$ cat config.mk
export PLATFORM = sky130hd
export DESIGN_NAME = axi_lite_regbank
export DESIGN_NICKNAME = d
export VERILOG_FILES = /design/src/rtl/axi_lite_regbank_pkg.sv /design/src/rtl/axi_lite_hold_reg.sv /design/src/rtl/axi_lite_regbank.sv
export SDC_FILE = /design/constraint.sdc
export NUM_CORES = 1
export LEC_CHECK = 0
export ABC_AREA = 1
export CAP_MARGIN = 30
export CORE_AREA = 2 2 255 257
export DETAILED_ROUTE_END_ITERATION = 16
export DIE_AREA = 0 0 257 259
export PLACE_DENSITY = 0.59
export RECOVER_POWER = 100
export SETUP_SLACK_MARGIN = 0.2
export SYNTH_ARGS = -nofsm -noshare
export SYNTH_HDL_FRONTEND = slang
export SYNTH_HIERARCHICAL = 1
export SYNTH_SLANG_ARGS = --single-unit
$ cat constraint.sdc
create_clock -name AXI_CTRL_ACLK -period 2.93 [get_ports AXI_CTRL_ACLK]
set_clock_uncertainty 0.15 [all_clocks]
set_input_delay 0.4395 -clock AXI_CTRL_ACLK [delete_from_list [all_inputs] [get_ports AXI_CTRL_ACLK]]
set_output_delay 0.4395 -clock AXI_CTRL_ACLK [all_outputs]
set_load 0.1 [all_outputs]
$ cat src/rtl/axi_lite_regbank_pkg.sv
// rtl/axi_lite_regbank_pkg.sv - shared response codes, IRQ register offsets and lane helpers for axi_lite_regbank
package axi_lite_regbank_pkg;

    typedef enum logic [1:0] {
        RESP_OKAY   = 2'b00,
        RESP_SLVERR = 2'b10
    } axi_resp_e;

    localparam int PEND_OFS = 0;
    localparam int EN_OFS   = 1;

    function automatic logic idx_in_range(input int idx, input int limit);
        return (idx >= 0) && (idx < limit);
    endfunction

    function automatic logic [31:0] byte_mask(input logic [3:0] strb);
        return {{8{strb[3]}}, {8{strb[2]}}, {8{strb[1]}}, {8{strb[0]}}};
    endfunction

    function automatic logic [31:0] lane_merge(input logic [31:0] old_val,
                                               input logic [31:0] new_val,
                                               input logic [3:0]  strb);
        return (old_val & ~byte_mask(strb)) | (new_val & byte_mask(strb));
    endfunction

endpackage

$ cat src/rtl/axi_lite_hold_reg.sv
// rtl/axi_lite_hold_reg.sv - one-entry valid/ready holding register, emptied only by an explicit m_tready
module axi_lite_hold_reg #(
    parameter int W = 8
) (
    input  logic         clk,
    input  logic         rst,
    input  logic [W-1:0] s_tdata,
    input  logic         s_tvalid,
    output logic         s_tready,
    output logic [W-1:0] m_tdata,
    output logic         m_tvalid,
    input  logic         m_tready
);

    logic         full;
    logic [W-1:0] data_q;

    // Held off during reset so every READY reads 0 while reset is asserted.
    assign s_tready = !full && !rst;
    assign m_tvalid = full;
    assign m_tdata  = data_q;

    always_ff @(posedge clk) begin
        if (rst) begin
            full   <= 1'b0;
            data_q <= '0;
        end else if (s_tvalid && s_tready) begin
            full   <= 1'b1;
            data_q <= s_tdata;
        end else if (m_tready) begin
            full   <= 1'b0;
        end
    end

endmodule

$ cat src/rtl/axi_lite_regbank.sv
// rtl/axi_lite_regbank.sv - AXI4-Lite register bank; define AXI_LITE_REGBANK_IRQ_EN for the PEND/ENABLE interrupt pair
module axi_lite_regbank
    import axi_lite_regbank_pkg::*;
#(
    parameter int                     ADDR_W     = 6,
    parameter int                     NUM_REGS   = 8,
    parameter logic [NUM_REGS*32-1:0] RESET_VAL  = '0,
    parameter logic [NUM_REGS*32-1:0] PULSE_MASK = '0
) (
    input  logic                     AXI_CTRL_ACLK,
    input  logic                     AXI_CTRL_ARESET,
    input  logic [ADDR_W-1:0]        AXI_CTRL_AWADDR,
    input  logic [2:0]               AXI_CTRL_AWPROT,
    input  logic                     AXI_CTRL_AWVALID,
    output logic                     AXI_CTRL_AWREADY,
    input  logic [31:0]              AXI_CTRL_WDATA,
    input  logic [3:0]               AXI_CTRL_WSTRB,
    input  logic                     AXI_CTRL_WVALID,
    output logic                     AXI_CTRL_WREADY,
    output logic [1:0]               AXI_CTRL_BRESP,
    output logic                     AXI_CTRL_BVALID,
    input  logic                     AXI_CTRL_BREADY,
    input  logic [ADDR_W-1:0]        AXI_CTRL_ARADDR,
    input  logic [2:0]               AXI_CTRL_ARPROT,
    input  logic                     AXI_CTRL_ARVALID,
    output logic                     AXI_CTRL_ARREADY,
    output logic [31:0]              AXI_CTRL_RDATA,
    output logic [1:0]               AXI_CTRL_RRESP,
    output logic                     AXI_CTRL_RVALID,
    input  logic                     AXI_CTRL_RREADY,
    output logic [NUM_REGS*32-1:0]   REG_WDATA,
    output logic [NUM_REGS-1:0]      REG_WPULSE,
    input  logic [NUM_REGS*32-1:0]   REG_RDATA,
    output logic [NUM_REGS-1:0]      REG_RPULSE,
    input  logic [31:0]              IRQ_EVENT,
    output logic                     IRQ
);

    localparam int IDX_W = ADDR_W - 2;
`ifdef AXI_LITE_REGBANK_IRQ_EN
    localparam int NUM_ADDR = NUM_REGS + 2;
`else
    localparam int NUM_ADDR = NUM_REGS;
`endif

    logic [ADDR_W-1:0]   aw_q;
    logic                aw_full;
    logic [35:0]         w_q;
    logic                w_full;
    logic                bvalid;
    logic [1:0]          bresp;
    logic                b_hs;
    logic                commit;
    logic [IDX_W-1:0]    wr_idx;
    logic                wr_hit;
    logic [31:0]         wr_data;
    logic [3:0]          wr_strb;

    logic [31:0]         wreg   [NUM_REGS];
    logic [31:0]         rd_arr [NUM_REGS];
    logic [NUM_REGS-1:0] wpulse;
    logic [NUM_REGS-1:0] rpulse;
    logic                rvalid;
    logic [31:0]         rdata;
    logic [1:0]          rresp;
    logic                arready;
    logic                ar_hs;
    logic [IDX_W-1:0]    ar_idx;
    logic                rd_hit;
    logic [31:0]         rd_val;
    logic [31:0]         pend;
    logic [31:0]         enable;

    // Both holders free only on the B handshake, so a new AW/W waits for the response.
    assign b_hs = bvalid && AXI_CTRL_BREADY;

    axi_lite_hold_reg #(.W(ADDR_W)) u_aw_hold (
        .clk      (AXI_CTRL_ACLK),
        .rst      (AXI_CTRL_ARESET),
        .s_tdata  (AXI_CTRL_AWADDR),
        .s_tvalid (AXI_CTRL_AWVALID),
        .s_tready (AXI_CTRL_AWREADY),
        .m_tdata  (aw_q),
        .m_tvalid (aw_full),
        .m_tready (b_hs)
    );

    axi_lite_hold_reg #(.W(36)) u_w_hold (
        .clk      (AXI_CTRL_ACLK),
        .rst      (AXI_CTRL_ARESET),
        .s_tdata  ({AXI_CTRL_WSTRB, AXI_CTRL_WDATA}),
        .s_tvalid (AXI_CTRL_WVALID),
        .s_tready (AXI_CTRL_WREADY),
        .m_tdata  (w_q),
        .m_tvalid (w_full),
        .m_tready (b_hs)
    );

    assign wr_idx  = aw_q[ADDR_W-1:2];
    assign wr_data = w_q[31:0];
    assign wr_strb = w_q[35:32];
    assign wr_hit  = idx_in_range(int'(wr_idx), NUM_ADDR);
    assign commit  = aw_full && w_full && !bvalid;

    for (genvar g = 0; g < NUM_REGS; g++) begin : g_flat
        assign REG_WDATA[g*32 +: 32] = wreg[g];
        assign rd_arr[g]             = REG_RDATA[g*32 +: 32];
    end

    // Pulse-mask bits are cleared every cycle; a commit re-applies them for one cycle only.
    always_ff @(posedge AXI_CTRL_ACLK) begin
        if (AXI_CTRL_ARESET) begin
            for (int i = 0; i < NUM_REGS; i++) begin
                wreg[i] <= RESET_VAL[i*32 +: 32];
            end
            wpulse <= '0;
            bvalid <= 1'b0;
            bresp  <= RESP_OKAY;
        end else begin
            wpulse <= '0;
            for (int i = 0; i < NUM_REGS; i++) begin
                if (commit && wr_idx == IDX_W'(i)) begin
                    wreg[i]   <= lane_merge(wreg[i] & ~PULSE_MASK[i*32 +: 32], wr_data, wr_strb);
                    wpulse[i] <= 1'b1;
                end else begin
                    wreg[i]   <= wreg[i] & ~PULSE_MASK[i*32 +: 32];
                end
            end
            if (commit) begin
                bvalid <= 1'b1;
                bresp  <= wr_hit ? RESP_OKAY : RESP_SLVERR;
            end else if (b_hs) begin
                bvalid <= 1'b0;
            end
        end
    end

    assign AXI_CTRL_BVALID = bvalid;
    assign AXI_CTRL_BRESP  = bresp;
    assign REG_WPULSE      = wpulse;

    assign arready = !rvalid && !AXI_CTRL_ARESET;
    assign ar_hs   = AXI_CTRL_ARVALID && arready;
    assign ar_idx  = AXI_CTRL_ARADDR[ADDR_W-1:2];
    assign rd_hit  = idx_in_range(int'(ar_idx), NUM_ADDR);

    always_comb begin
        rd_val = '0;
        for (int i = 0; i < NUM_REGS; i++) begin
            if (ar_idx == IDX_W'(i)) begin
                rd_val = rd_arr[i];
            end
        end
`ifdef AXI_LITE_REGBANK_IRQ_EN
        if (int'(ar_idx) == NUM_REGS + PEND_OFS) begin
            rd_val = pend;
        end
        if (int'(ar_idx) == NUM_REGS + EN_OFS) begin
            rd_val = enable;
        end
`endif
    end

    always_ff @(posedge AXI_CTRL_ACLK) begin
        if (AXI_CTRL_ARESET) begin
            rvalid <= 1'b0;
            rdata  <= '0;
            rresp  <= RESP_OKAY;
            rpulse <= '0;
        end else begin
            rpulse <= '0;
            if (ar_hs) begin
                rvalid <= 1'b1;
                rdata  <= rd_val;
                rresp  <= rd_hit ? RESP_OKAY : RESP_SLVERR;
                for (int i = 0; i < NUM_REGS; i++) begin
                    if (ar_idx == IDX_W'(i)) begin
                        rpulse[i] <= 1'b1;
                    end
                end
            end else if (rvalid && AXI_CTRL_RREADY) begin
                rvalid <= 1'b0;
            end
        end
    end

    assign AXI_CTRL_ARREADY = arready;
    assign AXI_CTRL_RVALID  = rvalid;
    assign AXI_CTRL_RDATA   = rdata;
    assign AXI_CTRL_RRESP   = rresp;
    assign REG_RPULSE       = rpulse;

`ifdef AXI_LITE_REGBANK_IRQ_EN
    logic [31:0] pend_clr;
    logic        irq_q;

    assign pend_clr = (commit && int'(wr_idx) == NUM_REGS + PEND_OFS)
                    ? (wr_data & byte_mask(wr_strb)) : '0;

    // New events are ORed in after the clear, so a same-edge event wins.
    always_ff @(posedge AXI_CTRL_ACLK) begin
        if (AXI_CTRL_ARESET) begin
            pend   <= '0;
            enable <= '0;
            irq_q  <= 1'b0;
        end else begin
            pend  <= (pend & ~pend_clr) | IRQ_EVENT;
            irq_q <= |(pend & enable);
            if (commit && int'(wr_idx) == NUM_REGS + EN_OFS) begin
                enable <= lane_merge(enable, wr_data, wr_strb);
            end
        end
    end

    assign IRQ = irq_q;
`else
    logic unused_irq;

    assign pend       = '0;
    assign enable     = '0;
    assign IRQ        = 1'b0;
    assign unused_irq = ^{IRQ_EVENT, pend, enable};
`endif

    logic unused_ok;
    assign unused_ok = ^{AXI_CTRL_AWPROT, AXI_CTRL_ARPROT, AXI_CTRL_ARADDR[1:0], aw_q[1:0]};

endmodule

==> results of run 1 <==
where the power goes:
part | total [mW] | switching [mW] | internal (mW)
registers | 5.89 | 0.199 | 5.70
clock network | 5.24 | 2.12 | 3.12
logic | 3.70 | 2.95 | 0.749
cell type report:
class                      instances  area (sq um)
fill                            6798         41100
multi-input combinational       1261          5600
timing repair buffer             663          4720
sequential                       350          9570
clock inverter                    18           238
antenna                           15          37.5
tap                              855          1070
clock buffer                      56          1110
inverter                         125           469
worst max-delay path by stage:
| stage | end | start | cells after the start |
|---|---|---|---|
| after floorplan | wreg[0][0] | AXI_CTRL_BVALID | 3 |
| final | AXI_CTRL_RDATA[18] | AXI_CTRL_RDATA[18] | 1 |
| after detailed placement | AXI_CTRL_RDATA[12] | AXI_CTRL_ARADDR[2] | 8 |
| after CTS | wreg[1][99] | u_aw_hold/m_tvalid | 5 |
| after global routing | wreg[1][7] | u_w_hold/m_tvalid | 5 |
| after global placement | AXI_CTRL_RDATA[22] | AXI_CTRL_ARADDR[2] | 8 |
metal layers:
layer  global-route usage  vias up  share of wire
met5                    0        -        0.00077
met4               0.0864        8          0.036
met3               0.0577      113          0.085
met2                0.363      690           0.51
met1                0.228     7516           0.37
li1                     -     7408              -
per-stage QoR:
step / utilization / hold WS (ns) / instance area [sq um]
2_1_floorplan: - / 0.340 / 16200
3_3_place_gp: 0.355 / 0.312 / 22700
3_5_place_dp: 0.356 / 0.331 / 22800
4_1_cts: 0.377 / 0.132 / 24100
5_1_grt: 0.357 / 0.177 / 22800
6_report: 0.357 / 0.165 / 22800
state kept, by name, summed over array words and instances (netlist names):
register,count
AXI_CTRL_BRESP,1
AXI_CTRL_BVALID,1
AXI_CTRL_RDATA,32
AXI_CTRL_RRESP,1
AXI_CTRL_RVALID,1
REG_RPULSE,8
REG_WPULSE,8
u_aw_hold/m_tdata,4
u_aw_hold/m_tvalid,1
u_w_hold/m_tdata,36
u_w_hold/m_tvalid,1
wreg,256
==> report_table.html, run 1 <==
<table>
<tr><th>Metric</th><th>Value</th></tr>
<tr><th colspan="2">Outcome</th></tr>
<tr><td>Status</td><td>finished with violations</td></tr>
<tr><td>Violations in the final reports</td><td>max-capacitance violations, max-slew violations</td></tr>
<tr><th colspan="2">Route</th></tr>
<tr><td>Pre-Repair DR Iteration Count</td><td>5</td></tr>
<tr><td>Total wire length after detailed routing</td><td>around 71 mm</td></tr>
<tr><td>Number of vias per cell after detailed routing</td><td>4.71</td></tr>
<tr><td>Residual antenna-violating net count after detailed routing</td><td>0</td></tr>
<tr><td>Wire per inst</td><td>21.4 microns</td></tr>
<tr><td>Iter 0 DRT Violations</td><td>1214</td></tr>
<tr><td>DRC violation count after routing</td><td>0</td></tr>
<tr><td>Vias</td><td>15700</td></tr>
<tr><th colspan="2">Global routing</th></tr>
<tr><td>Number of global-route vias before repair</td><td>~15000</td></tr>
<tr><td>Maximum number of pins on one net before global-route repair</td><td>228</td></tr>
<tr><td>First-pass GRT wire length</td><td>slightly above 100 mm</td></tr>
<tr><td>Number of antenna violations at the first check in global routing</td><td>18</td></tr>
<tr><td>GRT overflow</td><td>0</td></tr>
<tr><td>Global-route usage over all layers</td><td>0.204</td></tr>
<tr><th colspan="2">Finish</th></tr>
<tr><td>Most common cell after layout, fill and taps aside</td><td>sky130_fd_sc_hd__nand2_1</td></tr>
<tr><td>Share of layout cells above drive strength 1</td><td>0.0510</td></tr>
<tr><td>Non-filler instance count after layout</td><td>3343</td></tr>
<tr><td>Top library cells by usage in the layout, fill and taps aside</td><td>sky130_fd_sc_hd__nand2_1, sky130_fd_sc_hd__clkbuf_1, sky130_fd_sc_hd__clkdlybuf4s50_1</td></tr>
<tr><td>Layout-stage area growth over the synthesis result</td><td>40.6%</td></tr>
<tr><td>Number of nets in the finished design</td><td>between 2000 and 3000</td></tr>
<tr><th colspan="2">Min path</th></tr>
<tr><td>Worst Hold Endpoint</td><td>REG_WPULSE[5]</td></tr>
<tr><td>Instance count along the most critical hold path</td><td>2</td></tr>
<tr><td>Hold Crit Start</td><td>AXI_CTRL_ARESET</td></tr>
<tr><td>HP Class</td><td>in2reg</td></tr>
<tr><th colspan="2">Worst setup path</th></tr>
<tr><td>Worst setup slack for register-to-register paths</td><td>0.42 ns</td></tr>
<tr><td>Arr. time, crit path</td><td>between 1.5 and 2 ns</td></tr>
<tr><td>Reg2reg start</td><td>u_w_hold/m_tdata[34]</td></tr>
<tr><td>Critical Path Max Stage Delay</td><td>between 1 and 1.5 ns</td></tr>
<tr><td>Cell breakdown of the critical path</td><td>clkbuf_1</td></tr>
<tr><td>Worst Setup End Kind</td><td>output pin</td></tr>
<tr><td>Req. time, crit path</td><td>2.34 ns</td></tr>
<tr><td>Crit Path Class</td><td>reg2out</td></tr>
<tr><td>Worst-path fanout max</td><td>2</td></tr>
<tr><td>Worst R2R Path Depth</td><td>4</td></tr>
<tr><td>Setup crit start kind</td><td>flop</td></tr>
<tr><td>Slowest CP cell</td><td>sky130_fd_sc_hd__clkbuf_1</td></tr>
<tr><td>Worst Path Buf+Inv</td><td>1</td></tr>
<tr><td>Family with the most delay on the worst path</td><td>buffers and inverters</td></tr>
<tr><td>R2R Path End</td><td>wreg[1][118]</td></tr>
<tr><th colspan="2">STA</th></tr>
<tr><td>Share of the clock period used by the worst path after layout</td><td>0.860</td></tr>
<tr><td>Post-route setup slack</td><td>roughly 0.41 ns</td></tr>
<tr><td>Final critical-path required period</td><td>2.52 ns</td></tr>
<tr><td>Sum Neg Setup Slack</td><td>0 ns</td></tr>
<tr><td>Worst-margin pin slew</td><td>2.06 ns</td></tr>
<tr><td>Number of pins with negative max-slew slack in the final report</td><td>266</td></tr>
<tr><td>Worst-case headroom to the max-slew limit</td><td>-0.375</td></tr>
<tr><td>Final Hold Vio Count</td><td>0</td></tr>
<tr><td>RSZ-0062 raised after global routing</td><td>false</td></tr>
<tr><td>Maximum frequency from static timing analysis</td><td>between 0.3 and 0.4 GHz</td></tr>
<tr><td>Final number of setup-violating endpoints</td><td>0</td></tr>
<tr><th colspan="2">Place</th></tr>
<tr><td>Worst setup slack before clock tree synthesis</td><td>0.225 ns</td></tr>
<tr><td>DP Wirelength</td><td>52.1 mm</td></tr>
<tr><td>Cell count after placement</td><td>between 3000 and 4000</td></tr>
<tr><td>Total of buffers placed on input and output ports</td><td>617</td></tr>
<tr><td>Routability congestion estimate from global placement</td><td>0.916</td></tr>
<tr><th colspan="2">Floorplan</th></tr>
<tr><td>I/O Pins</td><td>663</td></tr>
<tr><td>Overall die height</td><td>around 260 microns</td></tr>
<tr><td>Effective utilization at floorplan</td><td>0.254</td></tr>
<tr><td>Overall die width</td><td>257 microns</td></tr>
<tr><td>Core ar.</td><td>roughly 64000 sq um</td></tr>
<tr><td>Std-Cell Rows</td><td>93</td></tr>
<tr><td>Die Footprint</td><td>66600 sq um</td></tr>
<tr><th colspan="2">Clock network</th></tr>
<tr><td>Number of instances resized during post-cts repair</td><td>0</td></tr>
<tr><td>H-tree depth</td><td>2</td></tr>
<tr><td>TritonCTS clock tree</td><td>built</td></tr>
<tr><td>Clock network latency to the later pin of the worst-skew pair</td><td>0.55 ns</td></tr>
<tr><td>CTS root buffer</td><td>sky130_fd_sc_hd__clkbuf_16</td></tr>
<tr><td>Number of buffers created by CTS</td><td>41</td></tr>
<tr><td>Maximum root-to-sink buffer count</td><td>3</td></tr>
<tr><td>Count of hold-fix buffers inserted at cts</td><td>0</td></tr>
<tr><td>Post-CTS clock slew at the launch and capture registers of the worst setup and hold paths</td><td>0.06 ns</td></tr>
<tr><td>Clock Sink Count</td><td>350</td></tr>
<tr><td>Post-CTS setup buffer count</td><td>0</td></tr>
<tr><th colspan="2">Run</th></tr>
<tr><td>Max Cap Viol</td><td>2</td></tr>
<tr><th colspan="2">Synthesis</th></tr>
<tr><td>Number of warnings printed during yosys synthesis</td><td>6</td></tr>
<tr><td>Netlist area before placement</td><td>16200 sq um</td></tr>
<tr><td>Synthesized area per cell</td><td>8.72 sq um</td></tr>
<tr><td>Cells after synthesis</td><td>between 1500 and 2000</td></tr>
<tr><th colspan="2">Power and ir drop</th></tr>
<tr><td>Leakage power</td><td>9.03 nW</td></tr>
<tr><td>Power density of the placed cells</td><td>around 650 nW/um^2</td></tr>
<tr><td>Worst voltage drop across the vdd grid</td><td>0.000320 V</td></tr>
<tr><td>Overall Power</td><td>14.8 mW</td></tr>
</table>
No activity file was read; power rests on OpenSTA's default activity.
==> run 2: changes to the inputs <==
CAP_MARGIN = 20   (was 30)
==> run 2 against run 1 <==
The flow still finishes with violations (max-capacitance violations, max-slew violations). First-iteration DRC count is 7.2% higher. Clock power is 1% lower. Sequential share of layout area is 0.051 points higher. Clock-buffer cell count is 2 higher. Via count is 0.15% lower. Critical endpoint is now AXI_CTRL_RDATA[5]. Largest power group unchanged.
==> report_table.html, run 2 (same netlist as run 1, synthesis figures left out) <==
<table>
<tr><th>Metric</th><th>Value</th></tr>
<tr><th colspan="2">Route</th></tr>
<tr><td>Number of vias per cell after detailed routing</td><td>4.71 (about the same)</td></tr>
<tr><td>Vias</td><td>15700 (about the same)</td></tr>
<tr><td>Total wire length after detailed routing</td><td>71.2 mm (was 71.5 mm)</td></tr>
<tr><td>Wire per inst</td><td>21.4 microns (about the same)</td></tr>
<tr><td>DRC violation count after routing</td><td>0 (unchanged)</td></tr>
<tr><td>Iter 0 DRT Violations</td><td>1301 (was 1214)</td></tr>
<tr><td>Pre-Repair DR Iteration Count</td><td>5 (unchanged)</td></tr>
<tr><td>Residual antenna-violating net count after detailed routing</td><td>0 (unchanged)</td></tr>
<tr><th colspan="2">Floorplan</th></tr>
<tr><td>I/O Pins</td><td>663 (unchanged)</td></tr>
<tr><td>Overall die width</td><td>257 microns (unchanged)</td></tr>
<tr><td>Effective utilization at floorplan</td><td>0.254 (unchanged)</td></tr>
<tr><td>Std-Cell Rows</td><td>93 (unchanged)</td></tr>
<tr><td>Die Footprint</td><td>66600 sq um (unchanged)</td></tr>
<tr><td>Overall die height</td><td>259 microns (unchanged)</td></tr>
<tr><td>Core ar.</td><td>63900 sq um (unchanged)</td></tr>
<tr><th colspan="2">Worst setup path</th></tr>
<tr><td>Arr. time, crit path</td><td>2.84 ns (was 1.93 ns)</td></tr>
<tr><td>Worst Setup End Kind</td><td>flop (was output pin)</td></tr>
<tr><td>Critical Path Max Stage Delay</td><td>0.65 ns (was 1.04 ns)</td></tr>
<tr><td>Slowest CP cell</td><td>sky130_fd_sc_hd__dlygate4sd3_1 (was sky130_fd_sc_hd__clkbuf_1)</td></tr>
<tr><td>Worst-path fanout max</td><td>25 (was 2)</td></tr>
<tr><td>Worst setup slack for register-to-register paths</td><td>0.51 ns (was 0.42 ns)</td></tr>
<tr><td>Most frequent CP cell</td><td>sky130_fd_sc_hd__nand2_1</td></tr>
<tr><td>Reg2reg start</td><td>u_w_hold/m_tvalid (was u_w_hold/m_tdata[34])</td></tr>
<tr><td>Crit Path Class</td><td>in2reg (was reg2out)</td></tr>
<tr><td>R2R Path End</td><td>wreg[1][4] (was wreg[1][118])</td></tr>
<tr><td>Req. time, crit path</td><td>3.19 ns (was 2.34 ns)</td></tr>
<tr><td>Worst R2R Path Depth</td><td>5 (was 4)</td></tr>
<tr><td>Cell breakdown of the critical path</td><td>dlygate4sd3_1, inv_1, nand2_1, nor3_1, clkbuf_2, nand2_1, nand3_1, o21ai_0, a21oi_1 (was clkbuf_1)</td></tr>
<tr><td>Setup crit start kind</td><td>input pin (was flop)</td></tr>
<tr><th colspan="2">STA</th></tr>
<tr><td>Share of the clock period used by the worst path after layout</td><td>0.879 (was 0.860)</td></tr>
<tr><td>Worst-margin pin slew</td><td>1.53 ns (was 2.06 ns)</td></tr>
<tr><td>Final critical-path required period</td><td>2.57 ns (was 2.52 ns)</td></tr>
<tr><td>Number of pins with negative max-slew slack in the final report</td><td>38 (was 266)</td></tr>
<tr><td>Final Hold Vio Count</td><td>0 (unchanged)</td></tr>
<tr><td>Worst-case headroom to the max-slew limit</td><td>-0.0246 (was -0.375)</td></tr>
<tr><td>Maximum frequency from static timing analysis</td><td>0.388 GHz (was 0.397 GHz)</td></tr>
<tr><td>Sum Neg Setup Slack</td><td>0 ns (unchanged)</td></tr>
<tr><td>Final number of setup-violating endpoints</td><td>0 (unchanged)</td></tr>
<tr><td>RSZ-0062 raised after global routing</td><td>false (unchanged)</td></tr>
<tr><th colspan="2">Clock network</th></tr>
<tr><td>Number of instances resized during post-cts repair</td><td>0 (unchanged)</td></tr>
<tr><td>Clock network latency to the later pin of the worst-skew pair</td><td>0.56 ns (was 0.55 ns)</td></tr>
<tr><td>Clock Sink Count</td><td>350 (unchanged)</td></tr>
<tr><td>Post-CTS clock slew at the launch and capture registers of the worst setup and hold paths</td><td>0.06 ns (about the same)</td></tr>
<tr><td>Count of hold-fix buffers inserted at cts</td><td>0 (unchanged)</td></tr>
<tr><td>H-tree depth</td><td>2 (unchanged)</td></tr>
<tr><td>Number of buffers created by CTS</td><td>41 (unchanged)</td></tr>
<tr><td>Post-CTS setup buffer count</td><td>0 (unchanged)</td></tr>
<tr><td>Maximum root-to-sink buffer count</td><td>3 (unchanged)</td></tr>
<tr><td>TritonCTS clock tree</td><td>built (unchanged)</td></tr>
<tr><td>CTS root buffer</td><td>sky130_fd_sc_hd__clkbuf_16 (unchanged)</td></tr>
<tr><th colspan="2">Place</th></tr>
<tr><td>Cell count after placement</td><td>3251 (was 3253)</td></tr>
<tr><td>DP Wirelength</td><td>52.0 mm (was 52.1 mm)</td></tr>
<tr><td>Total of buffers placed on input and output ports</td><td>617 (unchanged)</td></tr>
<tr><td>Routability congestion estimate from global placement</td><td>0.916 (unchanged)</td></tr>
<tr><th colspan="2">Outcome</th></tr>
<tr><td>Violations in the final reports</td><td>max-capacitance violations, max-slew violations (unchanged)</td></tr>
<tr><td>Status</td><td>finished with violations (unchanged)</td></tr>
<tr><th colspan="2">Global routing</th></tr>
<tr><td>First-pass GRT wire length</td><td>101 mm (was 102 mm)</td></tr>
<tr><td>Number of antenna violations at the first check in global routing</td><td>15 (was 18)</td></tr>
<tr><td>Maximum number of pins on one net before global-route repair</td><td>228 (unchanged)</td></tr>
<tr><td>Number of global-route vias before repair</td><td>15300 (was 15400)</td></tr>
<tr><td>GRT overflow</td><td>0 (unchanged)</td></tr>
<tr><td>Global-route usage over all layers</td><td>0.203 (was 0.204)</td></tr>
<tr><th colspan="2">Finish</th></tr>
<tr><td>Share of layout cells above drive strength 1</td><td>0.0490 (was 0.0510)</td></tr>
<tr><td>Number of fill cells</td><td>6790 (was 6798)</td></tr>
<tr><td>Non-filler instance count after layout</td><td>3333 (was 3343)</td></tr>
<tr><td>Layout-stage area growth over the synthesis result</td><td>40.4% (was 40.6%)</td></tr>
<tr><td>Flip-flop count of the largest register after layout</td><td>256 (unchanged)</td></tr>
<tr><td>Top library cells by usage in the layout, fill and taps aside</td><td>sky130_fd_sc_hd__nand2_1, sky130_fd_sc_hd__clkbuf_1, sky130_fd_sc_hd__clkdlybuf4s50_1 (unchanged)</td></tr>
<tr><td>Most common cell after layout, fill and taps aside</td><td>sky130_fd_sc_hd__nand2_1 (unchanged)</td></tr>
<tr><td>Number of nets in the finished design</td><td>2789 (was 2791)</td></tr>
<tr><td>Largest reg by FF count</td><td>wreg (unchanged)</td></tr>
<tr><th colspan="2">Min path</th></tr>
<tr><td>Worst Hold Endpoint</td><td>REG_WPULSE[5] (unchanged)</td></tr>
<tr><td>Hold Crit Start</td><td>AXI_CTRL_ARESET (unchanged)</td></tr>
<tr><td>Instance count along the most critical hold path</td><td>2 (unchanged)</td></tr>
<tr><td>HP Class</td><td>in2reg (unchanged)</td></tr>
<tr><th colspan="2">Run</th></tr>
<tr><td>Max Cap Viol</td><td>1 (was 2)</td></tr>
<tr><th colspan="2">Power and ir drop</th></tr>
<tr><td>Worst voltage drop across the vdd grid</td><td>0.000464 V (was 0.000320 V)</td></tr>
<tr><td>Leakage power</td><td>9.03 nW (about the same)</td></tr>
<tr><td>Power density of the placed cells</td><td>648 nW/um^2 (was 650 nW/um^2)</td></tr>
</table>
run 2: cell types whose count changed in the layout (fill, tap and decap cells not counted), moves of 3 or more:
cell | before | now
sky130_fd_sc_hd__o21ai_0 | 13 | 31
sky130_fd_sc_hd__o21ai_1 | 24 | 6
sky130_fd_sc_hd__diode_2 | 15 | 8
sky130_fd_sc_hd__nand2_1 | 509 | 514
sky130_fd_sc_hd__nand2_2 | 10 | 5
sky130_fd_sc_hd__clkbuf_4 | 7 | 3
sky130_fd_sc_hd__inv_6 | 5 | 1
sky130_fd_sc_hd__clkbuf_1 | 327 | 324
run 2: area by class of cell:
cell class / instances / area [sq um] / area share
diodes: 8 / 20.0 / 0.000878
clock buffers: 58 / 1160 / 0.0509
clock inverters: 15 / 184 / 0.00807
inverters: 125 / 469 / 0.0206
multi-input cells: 1261 / 5590 / 0.245
flip-flops and latches: 350 / 9570 / 0.420
well taps: 855 / 1070 / 0.0469
repair buffers: 661 / 4730 / 0.207
run 2: worst max-delay path by stage:
stage	startpoint	endpoint	slack, ns	depth (start not counted)
6_report	AXI_CTRL_ARADDR[5]	AXI_CTRL_RDATA[5]	0.36	9
5_1_grt	u_w_hold/m_tvalid	wreg[0][74]	0.25	5
3_5_place_dp	AXI_CTRL_ARADDR[2]	AXI_CTRL_RDATA[12]	0.21	8
2_1_floorplan	AXI_CTRL_BVALID	wreg[0][0]	0.41	3
4_1_cts	u_aw_hold/m_tvalid	wreg[1][99]	0.66	5
3_3_place_gp	AXI_CTRL_ARADDR[2]	AXI_CTRL_RDATA[22]	0.28	8
run 2: worst max-delay path: cells and delay by family:
family          cells  cell delay (ns)
buf+inv             3             1.21
simple gates        4             0.51
compound gates      2             0.67
run 2: routing by layer:
| metal | wire length (microns) | GRT usage |
|---|---|---|
| met4 | 2640 | 0.0791 |
| met2 | 35800 | 0.364 |
| met1 | 26200 | 0.224 |
| met3 | 6520 | 0.0605 |
| met5 | 69 | 0 |
run 2: power by group:
part / leakage [nW] / internal, mW / total (mW) / switching [mW]
logic: 4.97 / 0.748 / 3.69 / 2.95
clock network: 0.657 / 3.04 / 5.18 / 2.14
registers: 3.40 / 5.69 / 5.89 / 0.197
total: 9.03 / 9.49 / 14.8 / 5.28
run 2: through the flow:
stage                     setup slack, ns  hold slack [ns]  utilization  cell area, sq um  power [mW]
final                               0.355            0.142        0.357             22800        14.8
after global routing                0.251            0.162        0.357             22800        15.3
after CTS                           0.661            0.109        0.377             24100        15.2
after detailed placement            0.210            0.322        0.356             22700        9.96
after global placement              0.280            0.312        0.355             22700        9.93
after floorplan                     0.407            0.340            -             16200        8.68
==> run 3: changes to the inputs <==
CORE_AREA = 2 2 260 262   (was 2 2 255 257)
DIE_AREA = 0 0 262 264   (was 0 0 257 259)
PLACE_DENSITY = 0.57   (was 0.59)
SYNTH_HIERARCHICAL = not set   (was 1)
==> run 3 against run 2 <==
The flow now finishes without violations. Area after synthesis is 3.1% lower. Global-route usage is 1.5 points lower. Power is 1.4% lower. Via count is 4.5% lower. Setup slack better by 0.048 ns. First-iteration DRC count is 2.5% lower. Clock-buffer cell count is 1 higher. Wire length is 4.9% lower. Synthesized cell count is 5.2% lower. Die area is 3.9% higher.
==> report_table.html, run 3 <==
<table>
<tr><th>Metric</th><th>Value</th></tr>
<tr><th colspan="2">Global routing</th></tr>
<tr><td>Global-route usage over all layers</td><td>0.188 (was 0.203)</td></tr>
<tr><td>GRT overflow</td><td>0 (unchanged)</td></tr>
<tr><td>Number of antenna violations at the first check in global routing</td><td>1 (was 15)</td></tr>
<tr><td>First-pass GRT wire length</td><td>97.2 mm (was 101 mm)</td></tr>
<tr><td>Number of global-route vias before repair</td><td>14900 (was 15300)</td></tr>
<tr><td>Maximum number of pins on one net before global-route repair</td><td>96 (was 228)</td></tr>
<tr><th colspan="2">STA</th></tr>
<tr><td>Sum Neg Setup Slack</td><td>0 ns (unchanged)</td></tr>
<tr><td>Maximum frequency from static timing analysis</td><td>0.396 GHz (was 0.388 GHz)</td></tr>
<tr><td>Final critical-path required period</td><td>2.53 ns (was 2.57 ns)</td></tr>
<tr><td>Final Hold Vio Count</td><td>0 (unchanged)</td></tr>
<tr><td>Post-route setup slack</td><td>0.403 ns (was 0.355 ns)</td></tr>
<tr><td>Final Hold Slack</td><td>0.0917 ns (was 0.142 ns)</td></tr>
<tr><td>Number of pins with negative max-slew slack in the final report</td><td>0 (was 38)</td></tr>
<tr><td>Worst-margin pin slew</td><td>1.42 ns (was 1.53 ns)</td></tr>
<tr><td>Share of the clock period used by the worst path after layout</td><td>0.862 (was 0.879)</td></tr>
<tr><td>Final number of setup-violating endpoints</td><td>0 (unchanged)</td></tr>
<tr><td>Worst-case headroom to the max-slew limit</td><td>0.0546 (was -0.0246)</td></tr>
<tr><td>RSZ-0062 raised after global routing</td><td>false (unchanged)</td></tr>
<tr><th colspan="2">Floorplan</th></tr>
<tr><td>Std-Cell Rows</td><td>95 (was 93)</td></tr>
<tr><td>Die Footprint</td><td>69200 sq um (was 66600 sq um)</td></tr>
<tr><td>Effective utilization at floorplan</td><td>0.236 (was 0.254)</td></tr>
<tr><td>Overall die height</td><td>264 microns (was 259 microns)</td></tr>
<tr><td>Core ar.</td><td>66600 sq um (was 63900 sq um)</td></tr>
<tr><td>Overall die width</td><td>262 microns (was 257 microns)</td></tr>
<tr><td>I/O Pins</td><td>663 (unchanged)</td></tr>
<tr><th colspan="2">Finish</th></tr>
<tr><td>Layout-stage area growth over the synthesis result</td><td>42.6% (was 40.4%)</td></tr>
<tr><td>Design Area, Final</td><td>22400 sq um (was 22800 sq um)</td></tr>
<tr><td>Top library cells by usage in the layout, fill and taps aside</td><td>sky130_fd_sc_hd__nand2_1, sky130_fd_sc_hd__clkbuf_1, sky130_fd_sc_hd__clkdlybuf4s50_1 (unchanged)</td></tr>
<tr><td>Share of layout cells above drive strength 1</td><td>0.0528 (was 0.0490)</td></tr>
<tr><td>Most common cell after layout, fill and taps aside</td><td>sky130_fd_sc_hd__nand2_1 (unchanged)</td></tr>
<tr><td>Largest reg by FF count</td><td>wreg (unchanged)</td></tr>
<tr><td># diodes</td><td>0 (was 8)</td></tr>
<tr><td>Flip-flop count of the largest register after layout</td><td>256 (unchanged)</td></tr>
<tr><td>Core utilization of the finished layout</td><td>0.337 (was 0.357)</td></tr>
<tr><td>Number of nets in the finished design</td><td>2703 (was 2789)</td></tr>
<tr><th colspan="2">Worst setup path</th></tr>
<tr><td>Worst R2R Path Depth</td><td>6 (was 5)</td></tr>
<tr><td>Arr. time, crit path</td><td>1.94 ns (was 2.84 ns)</td></tr>
<tr><td>Cell breakdown of the critical path</td><td>clkbuf_1 (was dlygate4sd3_1, inv_1, nand2_1, nor3_1, clkbuf_2, nand2_1, nand3_1, o21ai_0, a21oi_1)</td></tr>
<tr><td>Worst-path fanout max</td><td>5 (was 25)</td></tr>
<tr><td>Worst Path Buf+Inv</td><td>1 (was 3)</td></tr>
<tr><td>Number of cells on the critical path</td><td>1 (was 9)</td></tr>
<tr><td>Critical Path Max Stage Delay</td><td>0.94 ns (was 0.65 ns)</td></tr>
<tr><td>Req. time, crit path</td><td>2.34 ns (was 3.19 ns)</td></tr>
<tr><td>Family with the most delay on the worst path</td><td>buffers and inverters (unchanged)</td></tr>
<tr><td>Setup crit start kind</td><td>flop (was input pin)</td></tr>
<tr><td>Worst Setup End Kind</td><td>output pin (was flop)</td></tr>
<tr><td>Crit Path Class</td><td>reg2out (was in2reg)</td></tr>
<tr><td>Slowest CP cell</td><td>sky130_fd_sc_hd__clkbuf_1 (was sky130_fd_sc_hd__dlygate4sd3_1)</td></tr>
<tr><th colspan="2">Power and ir drop</th></tr>
<tr><td>Worst voltage drop across the vdd grid</td><td>0.000304 V (was 0.000464 V)</td></tr>
<tr><td>Combinational group share of total power</td><td>0.244 (was 0.250)</td></tr>
<tr><td>Net load switching power</td><td>5.15 mW (was 5.28 mW)</td></tr>
<tr><td>Power density of the placed cells</td><td>649 nW/um^2 (was 648 nW/um^2)</td></tr>
<tr><td>Leakage power</td><td>8.84 nW (was 9.03 nW)</td></tr>
<tr><td>Relative contribution of sequential cells to total power</td><td>0.403 (was 0.399)</td></tr>
<tr><td>Share of total power consumed by net switching</td><td>0.354 (was 0.358)</td></tr>
<tr><td>Internal power component</td><td>9.41 mW (was 9.49 mW)</td></tr>
<tr><td>Power share of the clock group</td><td>0.353 (was 0.351)</td></tr>
<tr><th colspan="2">Place</th></tr>
<tr><td>Routability congestion estimate from global placement</td><td>0.905 (was 0.916)</td></tr>
<tr><td>Total of buffers placed on input and output ports</td><td>617 (unchanged)</td></tr>
<tr><td>Worst setup slack before clock tree synthesis</td><td>0.222 ns (was 0.210 ns)</td></tr>
<tr><td>Placement-stage cell area</td><td>22300 sq um (was 22700 sq um)</td></tr>
<tr><td>DP Wirelength</td><td>50.7 mm (was 52.0 mm)</td></tr>
<tr><th colspan="2">Synthesis</th></tr>
<tr><td>Share of the yosys chip area belonging to registers</td><td>0.609</td></tr>
<tr><td>Cells after synthesis</td><td>1765 (was 1861)</td></tr>
<tr><td>Synthesized area per cell</td><td>8.91 sq um (was 8.72 sq um)</td></tr>
<tr><td>Library cell with the largest summed area after synthesis</td><td>sky130_fd_sc_hd__edfxtp_1</td></tr>
<tr><td>Most frequent cells after synthesis</td><td>sky130_fd_sc_hd__nand2_1, sky130_fd_sc_hd__a21oi_1, sky130_fd_sc_hd__edfxtp_1</td></tr>
<tr><td>Commonest register cell after synthesis</td><td>sky130_fd_sc_hd__edfxtp_1</td></tr>
<tr><td>Dominant cell by count in the synthesized netlist</td><td>sky130_fd_sc_hd__nand2_1</td></tr>
<tr><td>Netlist area before placement</td><td>15700 sq um (was 16200 sq um)</td></tr>
<tr><td>Number of warnings printed during yosys synthesis</td><td>0 (was 6)</td></tr>
<tr><td>Share of synthesized registers carrying an async set or reset</td><td>0</td></tr>
<tr><td>Share of the synthesized area in the top cell type</td><td>0.489</td></tr>
<tr><td>Cell types occupying the most area after synthesis</td><td>sky130_fd_sc_hd__edfxtp_1, sky130_fd_sc_hd__nand2_1, sky130_fd_sc_hd__dfxtp_1</td></tr>
<tr><td>Number of register bits inferred by synthesis</td><td>350</td></tr>
<tr><td>Count of distinct cell types in the synthesized netlist</td><td>24</td></tr>
<tr><td>Count of flip-flops with a built-in enable after synthesis</td><td>256</td></tr>
<tr><th colspan="2">Clock network</th></tr>
<tr><td>Clock network latency to the later pin of the worst-skew pair</td><td>0.57 ns (was 0.56 ns)</td></tr>
<tr><td>Maximum root-to-sink buffer count</td><td>3 (unchanged)</td></tr>
<tr><td>Number of instances resized during post-cts repair</td><td>0 (unchanged)</td></tr>
<tr><td>Number of buffers created by CTS</td><td>42 (was 41)</td></tr>
<tr><td>Count of hold-fix buffers inserted at cts</td><td>0 (unchanged)</td></tr>
<tr><td>Post-CTS setup buffer count</td><td>0 (unchanged)</td></tr>
<tr><td>TritonCTS clock tree</td><td>built (unchanged)</td></tr>
<tr><td>H-tree depth</td><td>2 (unchanged)</td></tr>
<tr><td>CTS root buffer</td><td>sky130_fd_sc_hd__clkbuf_16 (unchanged)</td></tr>
<tr><td>Post-CTS clock slew at the launch and capture registers of the worst setup and hold paths</td><td>0.06 ns (about the same)</td></tr>
<tr><td>Clock Sink Count</td><td>350 (unchanged)</td></tr>
<tr><th colspan="2">Route</th></tr>
<tr><td>Wire per inst</td><td>20.8 microns (was 21.4 microns)</td></tr>
<tr><td>Residual antenna-violating net count after detailed routing</td><td>0 (unchanged)</td></tr>
<tr><td>Pre-Repair DR Iteration Count</td><td>5 (unchanged)</td></tr>
<tr><td>DRC violation count after routing</td><td>0 (unchanged)</td></tr>
<tr><td>Number of vias per cell after detailed routing</td><td>4.60 (was 4.71)</td></tr>
<tr><td>Total wire length after detailed routing</td><td>67.7 mm (was 71.2 mm)</td></tr>
<tr><td>Iter 0 DRT Violations</td><td>1269 (was 1301)</td></tr>
<tr><td>Vias</td><td>15000 (was 15700)</td></tr>
<tr><th colspan="2">Min path</th></tr>
<tr><td>HP Class</td><td>in2reg (unchanged)</td></tr>
<tr><td>Instance count along the most critical hold path</td><td>2 (unchanged)</td></tr>
<tr><th colspan="2">Run</th></tr>
<tr><td>Max Cap Viol</td><td>0 (was 1)</td></tr>
<tr><th colspan="2">Outcome</th></tr>
<tr><td>Status</td><td>complete, no violations (was finished with violations)</td></tr>
</table>
==> run 3: path summary, 6_finish.rpt <==
check,start,endpoint,slack [ns]
hold reg to reg,u_w_hold.m_tdata[15],u_w_hold.m_tdata[15],0.31
setup / recovery,AXI_CTRL_BVALID,AXI_CTRL_BVALID,0.40
hold / removal,AXI_CTRL_ARESET,REG_WPULSE[4],0.09
setup reg to reg,AXI_CTRL_RVALID,AXI_CTRL_RDATA[29],0.41
==> run 3: cells by family (layout without fill, tap and decap cells) <==
logic type / after synthesis / in the layout / synth area share
simple gates: 839 / 839 / 0.214
buf+inv: 205 / 825 / 0.0523
flops: 350 / 350 / 0.609
other cells: 1 / 3 / 0.000238
compound gates: 370 / 370 / 0.124
==> run 3: metrics by stage <==
stage | instances | total power, mW
floorplan | 1767 | 8.53
global placement | 3183 | 9.75
detailed placement | 3183 | 9.78
CTS | 3260 | 15.0
global route | 3260 | 15.1
finish | 3260 | 14.6
==> run 3: power groups by stage <==
stage,clock network [mW],registers (mW),logic (mW)
final,5.13,5.87,3.55
after global routing,5.50,5.91,3.71
after CTS,5.29,5.88,3.81
after detailed placement,0,5.98,3.80
after global placement,0,5.97,3.78
after floorplan,0,7.83,0.702
==> run 3: routing by layer <==
| metal | wire length, microns | vias to the layer above | share of wire | global-route usage |
|---|---|---|---|---|
| li1 | - | 7140 | - | - |
| met1 | 25700 | 7106 | 0.38 | 0.215 |
| met2 | 34300 | 651 | 0.51 | 0.339 |
| met3 | 4970 | 102 | 0.073 | 0.0404 |
| met4 | 2750 | 0 | 0.041 | 0.0716 |
| met5 | 0 | - | 0 | 0 |
==> run 3: layout make-up <==
cell class / count / area (sq um)
fillers: 7064 / 44100
inverters: 85 / 319
repair buffers: 663 / 4740
clock inverters: 18 / 163
flip-flops and latches: 350 / 9570
well taps: 873 / 1090
multi-input cells: 1212 / 5360
clock buffers: 59 / 1180
